$ cat src/rtl/scan_sequencer.sv
`default_nettype none
// ============================================================================
//  Module      : scan_sequencer
//  Description : Film-scanner scan sequencer. Wakes the stepper driver, homes
//                the carriage, then repeats step / settle / CCD-capture for a
//                programmed number of lines. All outputs are registered.
//  Revision    : 1.0 - initial release
// ============================================================================
module scan_sequencer #(
    parameter int unsigned STEP_HALF  = 5000,
    parameter int unsigned SETTLE_CYC = 100000,
    parameter int unsigned HOME_MAX   = 20000
) (
    input  logic        clk_100M,
    input  logic        rst,
    input  logic        start,
    input  logic        abort,
    input  logic [15:0] num_lines,
    input  logic [7:0]  steps_per_line,
    input  logic        dir_fwd,
    input  logic        mtr_nhome,
    input  logic        mtr_nflt,
    input  logic        line_done,
    output logic        mtr_nen,
    output logic        mtr_step,
    output logic        mtr_dir,
    output logic        mtr_nrst,
    output logic        mtr_slp,
    output logic        ccd_trig,
    output logic        busy,
    output logic        done,
    output logic [1:0]  err,
    output logic [15:0] line_cnt
);

    localparam logic [2:0] S_IDLE    = 3'd0;
    localparam logic [2:0] S_WAKE    = 3'd1;
    localparam logic [2:0] S_HOME    = 3'd2;
    localparam logic [2:0] S_STEP    = 3'd3;
    localparam logic [2:0] S_SETTLE  = 3'd4;
    localparam logic [2:0] S_CAPTURE = 3'd5;
    localparam logic [2:0] S_DONE    = 3'd6;
    localparam logic [2:0] S_FAULT   = 3'd7;

    localparam logic [31:0] C_HALF_LAST     = 32'(STEP_HALF - 1);
    localparam logic [31:0] C_SETTLE_LAST   = 32'(SETTLE_CYC - 1);
    localparam logic [31:0] C_LINE_TMO_LAST = 32'd65535;
    localparam logic [15:0] C_HOME_MAX      = 16'(HOME_MAX);

    // FSM and datapath state
    logic [2:0]  state_q,    state_d;
    logic [31:0] cnt_q,      cnt_d;       // phase / settle / timeout cycle counter
    logic        phase_q,    phase_d;     // 1 = step high phase
    logic [15:0] step_cnt_q, step_cnt_d;  // steps completed (counted on falling edge)
    logic [15:0] nl_q,       nl_d;
    logic [7:0]  spl_q,      spl_d;
    logic        dir_cfg_q,  dir_cfg_d;
    logic [15:0] line_cnt_q, line_cnt_d;
    logic [1:0]  err_q,      err_d;
    logic        mtr_dir_q,  mtr_dir_d;

    // Synchronisers: bit 1 is the synchronised copy
    logic [1:0]  nhome_sync_q, nhome_sync_d;
    logic [1:0]  nflt_sync_q,  nflt_sync_d;

    // Registered outputs
    logic mtr_nen_q,  mtr_nen_d;
    logic mtr_step_q, mtr_step_d;
    logic mtr_nrst_q, mtr_nrst_d;
    logic mtr_slp_q,  mtr_slp_d;
    logic ccd_trig_q, ccd_trig_d;
    logic busy_q,     busy_d;
    logic done_q,     done_d;

    logic        go_done;
    logic        in_busy;
    logic        woken_next;
    logic [15:0] line_inc;
    logic        nhome_s;
    logic        nflt_s;

    assign nhome_s = nhome_sync_q[1];
    assign nflt_s  = nflt_sync_q[1];

    // State register: all flops, synchronous active-high reset
    always_ff @(posedge clk_100M) begin
        if (rst) begin
            state_q      <= S_IDLE;
            cnt_q        <= 32'd0;
            phase_q      <= 1'b0;
            step_cnt_q   <= 16'd0;
            nl_q         <= 16'd0;
            spl_q        <= 8'd0;
            dir_cfg_q    <= 1'b0;
            line_cnt_q   <= 16'd0;
            err_q        <= 2'd0;
            mtr_dir_q    <= 1'b0;
            nhome_sync_q <= 2'b11;
            nflt_sync_q  <= 2'b11;
            mtr_nen_q    <= 1'b1;
            mtr_step_q   <= 1'b0;
            mtr_nrst_q   <= 1'b0;
            mtr_slp_q    <= 1'b0;
            ccd_trig_q   <= 1'b0;
            busy_q       <= 1'b0;
            done_q       <= 1'b0;
        end else begin
            state_q      <= state_d;
            cnt_q        <= cnt_d;
            phase_q      <= phase_d;
            step_cnt_q   <= step_cnt_d;
            nl_q         <= nl_d;
            spl_q        <= spl_d;
            dir_cfg_q    <= dir_cfg_d;
            line_cnt_q   <= line_cnt_d;
            err_q        <= err_d;
            mtr_dir_q    <= mtr_dir_d;
            nhome_sync_q <= nhome_sync_d;
            nflt_sync_q  <= nflt_sync_d;
            mtr_nen_q    <= mtr_nen_d;
            mtr_step_q   <= mtr_step_d;
            mtr_nrst_q   <= mtr_nrst_d;
            mtr_slp_q    <= mtr_slp_d;
            ccd_trig_q   <= ccd_trig_d;
            busy_q       <= busy_d;
            done_q       <= done_d;
        end
    end

    // Two-flop synchroniser shift for the asynchronous motor inputs
    always_comb begin
        nhome_sync_d = {nhome_sync_q[0], mtr_nhome};
        nflt_sync_d  = {nflt_sync_q[0],  mtr_nflt};
    end

    // Next-state logic: abort > driver fault > normal sequencing
    always_comb begin
        state_d    = state_q;
        cnt_d      = cnt_q;
        phase_d    = phase_q;
        step_cnt_d = step_cnt_q;
        nl_d       = nl_q;
        spl_d      = spl_q;
        dir_cfg_d  = dir_cfg_q;
        line_cnt_d = line_cnt_q;
        err_d      = err_q;
        mtr_dir_d  = mtr_dir_q;
        go_done    = 1'b0;
        line_inc   = (line_cnt_q == 16'hFFFF) ? line_cnt_q : line_cnt_q + 16'd1;
        in_busy    = (state_q != S_IDLE) && (state_q != S_DONE) && (state_q != S_FAULT);

        if (abort) begin
            state_d = S_IDLE;
        end else if (in_busy && !nflt_s) begin
            state_d = S_FAULT;
            err_d   = 2'd1;
        end else begin
            case (state_q)
                S_IDLE, S_DONE, S_FAULT: begin
                    if (start) begin
                        nl_d       = num_lines;
                        spl_d      = steps_per_line;
                        dir_cfg_d  = dir_fwd;
                        err_d      = 2'd0;
                        line_cnt_d = 16'd0;
                        cnt_d      = 32'd0;
                        step_cnt_d = 16'd0;
                        phase_d    = 1'b0;
                        if (num_lines == 16'd0) begin
                            state_d = S_DONE;
                            go_done = 1'b1;
                        end else begin
                            state_d   = S_WAKE;
                            mtr_dir_d = ~dir_fwd;
                        end
                    end
                end
                S_WAKE: begin
                    if (cnt_q >= C_SETTLE_LAST) begin
                        // Enter HOME at the end of a virtual low phase so the
                        // home switch is checked before any step is issued.
                        state_d    = S_HOME;
                        cnt_d      = C_HALF_LAST;
                        phase_d    = 1'b0;
                        step_cnt_d = 16'd0;
                    end else begin
                        cnt_d = cnt_q + 32'd1;
                    end
                end
                S_HOME, S_STEP: begin
                    if (cnt_q < C_HALF_LAST) begin
                        cnt_d = cnt_q + 32'd1;
                    end else begin
                        cnt_d = 32'd0;
                        if (phase_q) begin
                            phase_d = 1'b0;
                            if (step_cnt_q != 16'hFFFF) begin
                                step_cnt_d = step_cnt_q + 16'd1;
                            end
                        end else if (state_q == S_HOME) begin
                            if (!nhome_s) begin
                                state_d   = S_SETTLE;
                                mtr_dir_d = dir_cfg_q;
                            end else if (step_cnt_q >= C_HOME_MAX) begin
                                state_d = S_FAULT;
                                err_d   = 2'd2;
                            end else begin
                                phase_d = 1'b1;
                            end
                        end else begin
                            if (step_cnt_q >= {8'd0, spl_q}) begin
                                state_d = S_SETTLE;
                            end else begin
                                phase_d = 1'b1;
                            end
                        end
                    end
                end
                S_SETTLE: begin
                    if (cnt_q >= C_SETTLE_LAST) begin
                        state_d = S_CAPTURE;
                        cnt_d   = 32'd0;
                    end else begin
                        cnt_d = cnt_q + 32'd1;
                    end
                end
                S_CAPTURE: begin
                    // cnt_q == 0 is the trigger cycle; line_done there is ignored
                    if (line_done && (cnt_q != 32'd0)) begin
                        line_cnt_d = line_inc;
                        cnt_d      = 32'd0;
                        if (line_inc == nl_q) begin
                            state_d = S_DONE;
                            go_done = 1'b1;
                        end else if (spl_q == 8'd0) begin
                            state_d = S_SETTLE;
                        end else begin
                            // Start with a full low phase so the first rising
                            // edge trails the last direction change.
                            state_d    = S_STEP;
                            phase_d    = 1'b0;
                            step_cnt_d = 16'd0;
                        end
                    end else if (cnt_q >= C_LINE_TMO_LAST) begin
                        state_d = S_FAULT;
                        err_d   = 2'd3;
                    end else begin
                        cnt_d = cnt_q + 32'd1;
                    end
                end
                default: begin
                    state_d = S_IDLE;
                end
            endcase
        end
    end

    // Output decode from the next state, registered one cycle after its cause
    always_comb begin
        woken_next = (state_d != S_IDLE) && (state_d != S_DONE) && (state_d != S_FAULT);
        mtr_nen_d  = ~woken_next;
        mtr_nrst_d = woken_next;
        mtr_slp_d  = woken_next;
        busy_d     = woken_next;
        mtr_step_d = ((state_d == S_HOME) || (state_d == S_STEP)) && phase_d;
        ccd_trig_d = (state_d == S_CAPTURE) && (state_q != S_CAPTURE);
        done_d     = go_done;
    end

    assign mtr_nen  = mtr_nen_q;
    assign mtr_step = mtr_step_q;
    assign mtr_dir  = mtr_dir_q;
    assign mtr_nrst = mtr_nrst_q;
    assign mtr_slp  = mtr_slp_q;
    assign ccd_trig = ccd_trig_q;
    assign busy     = busy_q;
    assign done     = done_q;
    assign err      = err_q;
    assign line_cnt = line_cnt_q;

endmodule
`default_nettype wire
$ cat config.mk
export PLATFORM = sky130hd
export DESIGN_NAME = scan_sequencer
export DESIGN_NICKNAME = d
export VERILOG_FILES = /design/src/rtl/scan_sequencer.sv
export SDC_FILE = /design/constraint.sdc
export NUM_CORES = 1
export LEC_CHECK = 0
export ABC_CLOCK_PERIOD_IN_PS = 3850
export BUFFER_PORTS_ARGS = -buffer_cell sky130_fd_sc_hd__buf_2
export CAP_MARGIN = 20
export CORE_MARGIN = 2
export CORE_UTILIZATION = 60
export DETAILED_ROUTE_END_ITERATION = 8
export PLACE_DENSITY = 0.84
export SYNTH_ARGS = -nofsm -noshare
export SYNTH_HDL_FRONTEND = slang
export SYNTH_SLANG_ARGS = --single-unit
$ cat constraint.sdc
create_clock -name clk_100M -period 3.85 [get_ports clk_100M]
set_input_delay 0 -clock clk_100M [delete_from_list [all_inputs] [get_ports clk_100M]]
set_output_delay 0 -clock clk_100M [all_outputs]
set_load 0.03 [all_outputs]
==> flow_summary_export.csv, run 1 <==
group,metric,value,unit
clock_tree,insertion_delay,0.39,ns
global_routing,grt_first_pass_wirelength,30090,microns
job,maxCapViolCount,0,
pwr,p_leak,2.586,nW
clock_tree,clockBufferDepth,2,
sta,drv_slew,0,
sta,finalSetupViolations,0,
drt,drt-initial-drc-count,632,
global_routing,grt_max_degree,52,
clock_tree,cts_tree,"done",
synth,avgSynthCellArea,7.544,sq um
drt,wl_met1,8263,microns
worst_setup_path,critPathMaxStageDelay,0.48,ns
worst_setup_path,critPathArrivalTime,3.75,ns
floorplanning,coreArea,0.01018,sq mm
drt,maxUsedRoutingLayer,"met4",
finish,area_growth,13.12,%
worst_setup_path,endpoint_kind,"flop",
placed_design,dp_hpwl,12680,microns
synth,ys_warn_count,0,
placed_design,placement.io_buffers,57,
synth,synth_cells,824,
sta,final.min_clock_period,3.444,ns
floorplanning,start_util,61.03,%
synth,synth_area_leaders,"dfxtp_1 34%, a21oi_1 7.7%, nand2_1 6.6%",
synth,synth_cell_types,69,
placed_design,gp_congestion,1.024,
sta,clock_skew,0.01580,ns
sta,worst_pin_slew,0.9463,ns
worst_setup_path,cp_num_buf_inv,0,
worst_setup_path,critPathMaxFanout,13,
worst_setup_path,cp.required,4.15,ns
sta,slew_headroom,36.91,%
drt,drtPass1Iterations,5,
synth,async_flop_share,0,%
synth,synth_area,0.006216,sq mm
floorplanning,dieArea,0.01119,sq mm
drt,met2_length,8234,microns
placed_design,place_area,0.006544,sq mm
finish,fillers,878,
clock_tree,cts_made_buffers,9,
finish,nets,926,
drt,vias_per_cell,6.359,
global_routing,grt_pass1_vias,6020,
synth,synth_edf_count,0,
synth,synth.yosys.seq_area_share,33.82,%
finish,antenna-diode-count,0,
sta,max_freq,290.3,MHz
synth,syn-num-nets,869,
global_routing,track_usage,33.66,%
synth,yosys.area.top_type,"dfxtp_1",
sta,fin_crit_sh,89.46,%
sta,timing.setup.tns,0,ns
drt,route.detailed.drc,0,
global_routing,antenna_found_initial,0,
placed_design,place_worst_setup_slack,0.5000,ns
global_routing,grt-ovfl-total,0,
sta,rsz0062_at_grt,"no",
drt,routedWlPerCell,17.82,microns
floorplanning,rows,37,
finish,layout_common_cells,"110 x nand2_1, 105 x dfxtp_1, 96 x a21oi_1",
synth,netlist.area_leader.share,33.82,%
clock_tree,cts_root_buffer,"clkbuf_8",
synth,synth-main-ff-cell,"dfxtp_1",
floorplanning,die_h,105.8,microns
pwr,p_per_area,311.6,mW/mm^2
clock_tree,clk_pin_slew,0.10,ns
finish,design_area,0.007032,sq mm
pwr,peakVddDrop,0.0002607,V
floorplanning,ios,58,
finish,drive_gt1_share,11.74,%
worst_setup_path,start_kind,"flop",
worst_setup_path,critPathKind,"reg -> reg",
clock_tree,htreeDepth,3,
run_status,status,"finished, final reports clean",
drt,ant_nets,0,
clock_tree,post_cts_resized,0,
drt,dr_wl_met3,1395,microns
worst_setup_path,crit_path_cell_trace,"ha_1 -> nand3_1 -> nor3_1 -> mux2i_1 -> xor2_1 -> o311ai_0 -> a2111o_1 -> o21ai_2 -> a21oi_2 -> o31ai_1",
floorplanning,die_width,105.8,microns
worst_setup_path,crit_slowest_cell,"dfxtp_1",
finish,layout_commonest_cell,"nand2_1",
drt,vias,6499,
worst_setup_path,critical-path-top-delay-family,"compound AO/OA/AOI/OAI gates",
sta,setup_ws,0.4057,ns
drt,finalWirelength,18210,microns
clock_tree,cts_sinks,105,
hold_path,min-delay-path-class,"in -> reg",
sta,finalHoldViolCount,0,
synth,yosys_register_bits,105,
timing repair:
item                      4_1_cts  5_1_grt
hold endpoints to repair       29        0
hold buffers                   28        0
buffers inserted                0        0
through the flow:
step                power (mW)  instances  hold slack [ns]  utilization (%)
global route             2.285       1022           0.1759            69.04
detailed placement       1.460        978           0.1925            64.25
global placement         1.453        978           0.1817            64.25
CTS                      2.199       1022          0.07963            69.04
finish                   2.191       1022          0.09872            69.04
floorplan                1.372        824           0.1038                -
sequential cells by signal (all words and copies together), names as in the netlist, 3 cells and up:
register / flops
nl_q: 16
step_cnt_q: 16
spl_q: 8
state_q: 3
line_cnt: 16
cnt_q: 32
cell usage after synthesis (3+ instances only):
| library cell | n |
|---|---|
| nor2_1 | 72 |
| inv_1 | 26 |
| ha_1 | 13 |
| nand4b_1 | 3 |
| o21ai_0 | 32 |
| or2_2 | 8 |
| dfxtp_1 | 105 |
| o211ai_1 | 5 |
| nor3b_1 | 4 |
| a21o_1 | 11 |
| nand2b_1 | 15 |
| nor3_1 | 30 |
| o311a_1 | 3 |
| and4_1 | 9 |
| and3_1 | 13 |
| a31oi_1 | 18 |
| nor2b_1 | 4 |
| nor4_1 | 20 |
| and2_1 | 8 |
| o21ai_1 | 5 |
| nand3_1 | 32 |
| nand4_1 | 17 |
| o31ai_1 | 12 |
| a211oi_1 | 13 |
| a21oi_1 | 96 |
| nand2_1 | 110 |
| or4_1 | 6 |
| mux2i_1 | 4 |
| buf_2 | 5 |
| xor2_1 | 13 |
| xnor2_1 | 13 |
| or3_1 | 9 |
| clkbuf_1 | 40 |
area by class of cell:
class	count	area, sq um	area share, %
clock buffer	14	172.7	2.456
clock inverter	2	35.03	0.4982
inverter	27	101.3	1.441
multi-input combinational	642	3802	54.07
sequential	105	2102	29.89
tap	136	170.2	2.420
timing repair buffer	96	648.1	9.217
per-layer routing:
metal	global-route usage, %	up-vias
met5	0	-
met4	11.75	0
met3	6.122	33
met2	52.40	279
met1	46.92	3076
li1	-	3111
worst min-delay path, cell delays in order:
cell and delay (ns):
buf_2 0.12, nand2_1 0.07, o21ai_0 0.07, a211o_1 0.13, a21oi_1 0.05
where the power goes:
group / internal (mW) / leakage (nW) / switching (mW)
Sequential: 1.11 / 0.850 / 0.0283
Clock: 0.354 / 0.107 / 0.370
Combinational: 0.119 / 1.63 / 0.211
Total: 1.58 / 2.59 / 0.609
cells by family after synthesis:
family / after synthesis / synth area share (%)
and+or+nand+nor: 370 / 30.78
AOI/OAI and AO/OA: 229 / 23.47
DFF: 105 / 33.82
buffers and inverters: 77 / 5.012
xor gates and xnor gates: 26 / 3.663
adders and majority gates: 13 / 2.617
muxes: 4 / 0.6441
final timing paths:
check,startpoint,endpoint,slack (ns),cells after the start
worst max-delay path,line_cnt[0],step_cnt_q[15],0.41,10
worst min-delay path,start,state_q[0],0.1,5
worst max register to register,line_cnt[0],step_cnt_q[15],0.41,10
worst min register to register,nhome_sync_q[0],nhome_sync_q[1],0.42,1
No activity file was read; power rests on OpenSTA's default activity.
==> run 2: changes to the inputs <==
--- a/config.mk
+++ b/config.mk
@@ -11,7 +11,7 @@
 export CORE_MARGIN = 2
 export CORE_UTILIZATION = 60
 export DETAILED_ROUTE_END_ITERATION = 8
-export PLACE_DENSITY = 0.84
+export PLACE_DENSITY_LB_ADDON = 0.1
 export SYNTH_ARGS = -nofsm -noshare
 export SYNTH_HDL_FRONTEND = slang
 export SYNTH_SLANG_ARGS = --single-unit
==> flow_summary_export.csv, run 2 (synthesized netlist as in run 1, its figures left out) <==
group,metric,value,unit
finish,layout_commonest_cell,"nand2_1",
clock_tree,cts_tree,"done",
sta,final.min_clock_period,3.448,ns
pwr,p_leak,2.549,nW
floorplanning,die_h,105.8,microns
drt,finalWirelength,18280,microns
hold_path,min_to,"state_q[0]",
drt,vias,6455,
worst_setup_path,critPathMaxFanout,13,
floorplanning,dieArea,0.01119,sq mm
clock_tree,hold_buffers,28,
finish,layout_common_cells,"110 x nand2_1, 105 x dfxtp_1, 96 x a21oi_1",
finish,nets,923,
clock_tree,clk_pin_slew,0.10,ns
global_routing,track_usage,33.53,%
global_routing,antenna_found_initial,0,
clock_tree,cts_root_buffer,"clkbuf_8",
clock_tree,htreeDepth,3,
floorplanning,start_util,61.03,%
sta,fin_hold_ws,0.1284,ns
placed_design,dp_hpwl,13040,microns
hold_path,min-delay-path-class,"in -> reg",
finish,antenna-diode-count,0,
clock_tree,post_cts_resized,0,
drt,routedWlPerCell,17.95,microns
job,maxCapViolCount,0,
worst_setup_path,start_kind,"flop",
placed_design,placement.io_buffers,57,
pwr,peakVddDrop,0.0002731,V
sta,timing.setup.tns,0,ns
clock_tree,clockBufferDepth,2,
finish,largest_reg_flops,32,
clock_tree,cts_sinks,105,
drt,maxUsedRoutingLayer,"met4",
global_routing,grt_max_degree,46,
floorplanning,coreArea,0.01018,sq mm
clock_tree,post_cts_buffers,0,
clock_tree,cts_made_buffers,9,
worst_setup_path,rr_endpoint,"step_cnt_q[4]",
global_routing,grt-ovfl-total,0,
drt,drt-initial-drc-count,796,
worst_setup_path,critPathArrivalTime,3.76,ns
drt,drtPass1Iterations,6,
sta,max_freq,290.0,MHz
clock_tree,insertion_delay,0.40,ns
finish,area_growth,12.32,%
drt,met2_length,8336,microns
run_status,status,"finished, final reports clean",
sta,worst_pin_slew,1.111,ns
hold_path,hp-start,"start",
global_routing,grt_pass1_vias,6111,
worst_setup_path,ff2ff_setup_slack,0.40,ns
drt,route.detailed.drc,0,
worst_setup_path,critPathKind,"reg -> reg",
floorplanning,die_width,105.8,microns
drt,dr_wl_met3,1412,microns
pwr,p_per_area,306.6,mW/mm^2
worst_setup_path,endpoint_kind,"flop",
drt,wl_met1,8324,microns
sta,finalHoldViolCount,0,
finish,drive_gt1_share,11.34,%
floorplanning,ios,58,
worst_setup_path,worstRegToRegCells,10,
sta,clock_skew,0.01277,ns
drt,vias_per_cell,6.341,
placed_design,gp_congestion,0.9682,
sta,fin_crit_sh,89.56,%
finish,fillers,873,
finish,regMostFlops,"cnt_q",
sta,drv_slew,0,
drt,ant_nets,0,
sta,finalSetupViolations,0,
worst_setup_path,cp.required,4.17,ns
hold_path,hold_depth,4,
sta,rsz0062_at_grt,"no",
sta,slew_headroom,25.85,%
global_routing,grt_first_pass_wirelength,30140,microns
floorplanning,rows,37,
worst_setup_path,r2r-start,"line_cnt[0]",
-- run 2: how the worst max path moves through the flow --
stage                startpoint  cells past startpoint  slack, ns             to
floorplan           line_cnt[0]                     10       0.77           done
global placement    line_cnt[0]                     10       0.68  step_cnt_q[4]
detailed placement  line_cnt[0]                     10       0.48        phase_q
CTS                 line_cnt[0]                     10       0.47  step_cnt_q[4]
global route        line_cnt[0]                      9       0.07  step_cnt_q[4]
finish              line_cnt[0]                     10       0.40  step_cnt_q[4]
-- run 2: critical path: stages (launching register included) --
cell	delay (ns)
dfxtp_1	0.50
ha_1	0.32
nand3_1	0.28
nor3_1	0.38
mux2i_1	0.29
xor2_1	0.17
o311ai_0	0.15
a2111o_1	0.44
o21ai_2	0.33
a21oi_2	0.28
a211oi_1	0.24
-- run 2: through the flow --
stage | utilization, % | worst slack (ns) | cell area [sq um] | power (mW) | instances
floorplan | - | 0.7715 | 6216 | 1.372 | 824
global placement | 64.05 | 0.6780 | 6524 | 1.451 | 975
detailed placement | 64.05 | 0.4794 | 6524 | 1.462 | 975
CTS | 68.55 | 0.4709 | 6982 | 2.150 | 1018
global route | 68.55 | 0.06792 | 6982 | 2.225 | 1018
finish | 68.55 | 0.4018 | 6982 | 2.141 | 1018
-- run 2: layer usage --
layer  vias up  GRT usage (%)
met5         -              0
met4         0          8.271
met3        28          7.669
met2       270          52.76
met1      3056          46.72
li1       3101              -
-- run 2: area by class of cell --
cell class                 instances  area (sq um)  area share, %
tap                              136         170.2          2.437
clock buffer                      12         135.1          1.935
timing repair buffer              93         625.6          8.961
multi-input combinational        642          3805          54.50
clock inverter                     3         42.54         0.6093
inverter                          27         101.3          1.452
sequential                       105          2102          30.11
-- run 2: power by group --
part	switching, mW	internal (mW)	leakage (nW)
Sequential	0.0275	1.11	0.850
Combinational	0.213	0.118	1.61
Clock	0.377	0.297	0.0864
==> run 3: changes to the inputs <==
--- a/config.mk
+++ b/config.mk
@@ -10,7 +10,9 @@
 export CAP_MARGIN = 20
 export CORE_MARGIN = 2
 export CORE_UTILIZATION = 60
+export CTS_CLUSTER_DIAMETER = 30
 export DETAILED_ROUTE_END_ITERATION = 8
+export GPL_TIMING_DRIVEN = 0
 export PLACE_DENSITY_LB_ADDON = 0.1
 export SYNTH_ARGS = -nofsm -noshare
 export SYNTH_HDL_FRONTEND = slang
==> flow_summary_export.csv, run 3 (synthesized netlist as in run 1, its figures left out) <==
group,metric,value,unit
global_routing,track_usage,36.17,%
sta,finalSetupViolations,0,
sta,drv_slew,0,
finish,register_area,0.002102,sq mm
placed_design,gp_congestion,1.003,
finish,largest_reg_flops,32,
worst_setup_path,critPathKind,"reg -> reg",
sta,worst_pin_slew,0.9474,ns
sta,max_freq,275.1,MHz
floorplanning,start_util,61.03,%
finish,area_growth,15.86,%
run_status,status,"finished, final reports clean",
global_routing,grt_first_pass_wirelength,32210,microns
drt,maxUsedRoutingLayer,"met4",
drt,ant_nets,0,
floorplanning,die_width,105.8,microns
pwr,power_frac_seq,47.9,%
worst_setup_path,crit_slowest_cell,"dfxtp_1",
drt,vias_per_cell,6.374,
pwr,p_per_area,328.2,mW/mm^2
floorplanning,die_h,105.8,microns
clock_tree,post_cts_resized,0,
floorplanning,dieArea,0.01119,sq mm
clock_tree,cts_root_buffer,"clkbuf_8",
clock_tree,clockBufferDepth,2,
sta,final.min_clock_period,3.635,ns
pwr,clkPwrFrac,36.8,%
pwr,p_int,1.674,mW
sta,slew_headroom,36.30,%
finish,utilization,70.71,%
drt,routedWlPerCell,18.65,microns
worst_setup_path,cp_num_buf_inv,2,
finish,layout_commonest_cell,"nand2_1",
drt,route.detailed.drc,0,
worst_setup_path,cp.required,4.17,ns
placed_design,placement.io_buffers,56,
clock_tree,cts_sinks,105,
pwr,p_sw_share,29.16,%
clock_tree,cts_made_buffers,9,
sta,fin_crit_sh,94.41,%
drt,drtPass1Iterations,6,
drt,finalWirelength,19790,microns
global_routing,grt_pass1_vias,6480,
pwr,power_switching,0.6892,mW
floorplanning,ios,58,
finish,regMostFlops,"cnt_q",
finish,layout_common_cells,"110 x nand2_1, 105 x dfxtp_1, 96 x a21oi_1",
pwr,p_comb_share,15.3,%
drt,met2_length,8926,microns
placed_design,dp_hpwl,14150,microns
worst_setup_path,critical-path-top-delay-family,"simple AND/OR/NAND/NOR gates",
clock_tree,insertion_delay,0.41,ns
job,maxCapViolCount,0,
finish,nets,965,
sta,timing.setup.tns,0,ns
global_routing,grt_max_degree,19,
pwr,p_leak,2.643,nW
sta,rsz0062_at_grt,"no",
hold_path,min-delay-path-class,"in -> reg",
drt,dr_wl_met3,1851,microns
drt,vias,6763,
drt,drt-initial-drc-count,718,
global_routing,grt-ovfl-total,0,
sta,clock_skew,0.02066,ns
finish,multi_input_area,0.003802,sq mm
worst_setup_path,ff2ff_setup_slack,0.22,ns
finish,drive_gt1_share,11.24,%
clock_tree,cts_tree,"done",
worst_setup_path,crit_path_cell_trace,"ha_1 -> and3_1 -> clkbuf_1 -> nand4_1 -> nand4_1 -> xnor2_1 -> nor4b_2 -> nand4_1 -> o21ai_2 -> a21oi_2 -> buf_6 -> o31ai_4",
worst_setup_path,endpoint_kind,"flop",
floorplanning,coreArea,0.01018,sq mm
drt,wl_met1,8545,microns
finish,antenna-diode-count,0,
finish,fillers,831,
clock_tree,htreeDepth,3,
sta,finalHoldViolCount,0,
worst_setup_path,start_kind,"flop",
floorplanning,rows,37,
worst_setup_path,critPathMaxStageDelay,0.53,ns
global_routing,antenna_found_initial,0,
clock_tree,clk_pin_slew,0.11,ns
worst_setup_path,critPathMaxFanout,10,
worst_setup_path,path_common_cell,"nand4_1",
pwr,peakVddDrop,0.0004432,V
worst_setup_path,critPathArrivalTime,3.96,ns
run 3: changes by cell type in the layout (fill, tap and decap cells not counted), moves of 2 or more:
| cell | before | now |
|---|---|---|
| buf_2 | 57 | 61 |
| buf_4 | 8 | 3 |
| bufinv_16 | 1 | 3 |
| clkbuf_1 | 3 | 40 |
| inv_6 | 0 | 3 |
run 3: timing repair:
item	4_1_cts	5_1_grt
hold buffers	28	0
endpoints found under the setup margin	0	12
setup buffers	0	1
endpoints found under the hold margin	29	0
run 3: final timing paths:
path / start / end / cells past startpoint
worst max register to register: line_cnt[0] / step_cnt_q[12] / 12
worst max-delay path: line_cnt[0] / step_cnt_q[12] / 12
worst min register to register: nhome_sync_q[0] / nhome_sync_q[1] / 1
worst min-delay path: abort / done / 2
run 3: final cells by class:
cell class / instances / share of cell area, %
well taps: 136 / 2.363
clock buffers: 9 / 1.720
multi-input cells: 642 / 52.80
flip-flops and latches: 105 / 29.19
repair buffers: 85 / 7.887
inverters: 27 / 1.407
clock inverters: 7 / 1.720
plain buffers: 50 / 2.919
run 3: metrics by stage:
| stage | hold slack (ns) | worst slack (ns) | cells | power (mW) | area, sq um |
|---|---|---|---|---|---|
| 3_5_place_dp | 0.1896 | 0.2499 | 1016 | 1.482 | 6666 |
| 4_1_cts | 0.05515 | 0.2120 | 1060 | 2.346 | 7194 |
| 6_report | 0.06317 | 0.2152 | 1061 | 2.364 | 7202 |
| 2_1_floorplan | 0.1038 | 0.7715 | 824 | 1.372 | 6216 |
| 5_1_grt | 0.09146 | 0.02858 | 1061 | 2.441 | 7202 |
| 3_3_place_gp | 0.1817 | 0.2790 | 1016 | 1.475 | 6666 |
run 3: routing by layer:
layer | vias to the layer above | global-route usage, %
li1 | 3194 | -
met5 | - | 0
met1 | 3156 | 49.42
met2 | 360 | 56.18
met3 | 53 | 7.669
met4 | 0 | 13.63
run 3: power groups by stage:
stage	Combinational (mW)	Sequential, mW	Clock [mW]
after floorplan	0.216	1.16	0
after CTS	0.351	1.13	0.865
after global routing	0.393	1.13	0.913
final	0.362	1.13	0.870
after global placement	0.320	1.15	0
after detailed placement	0.327	1.16	0
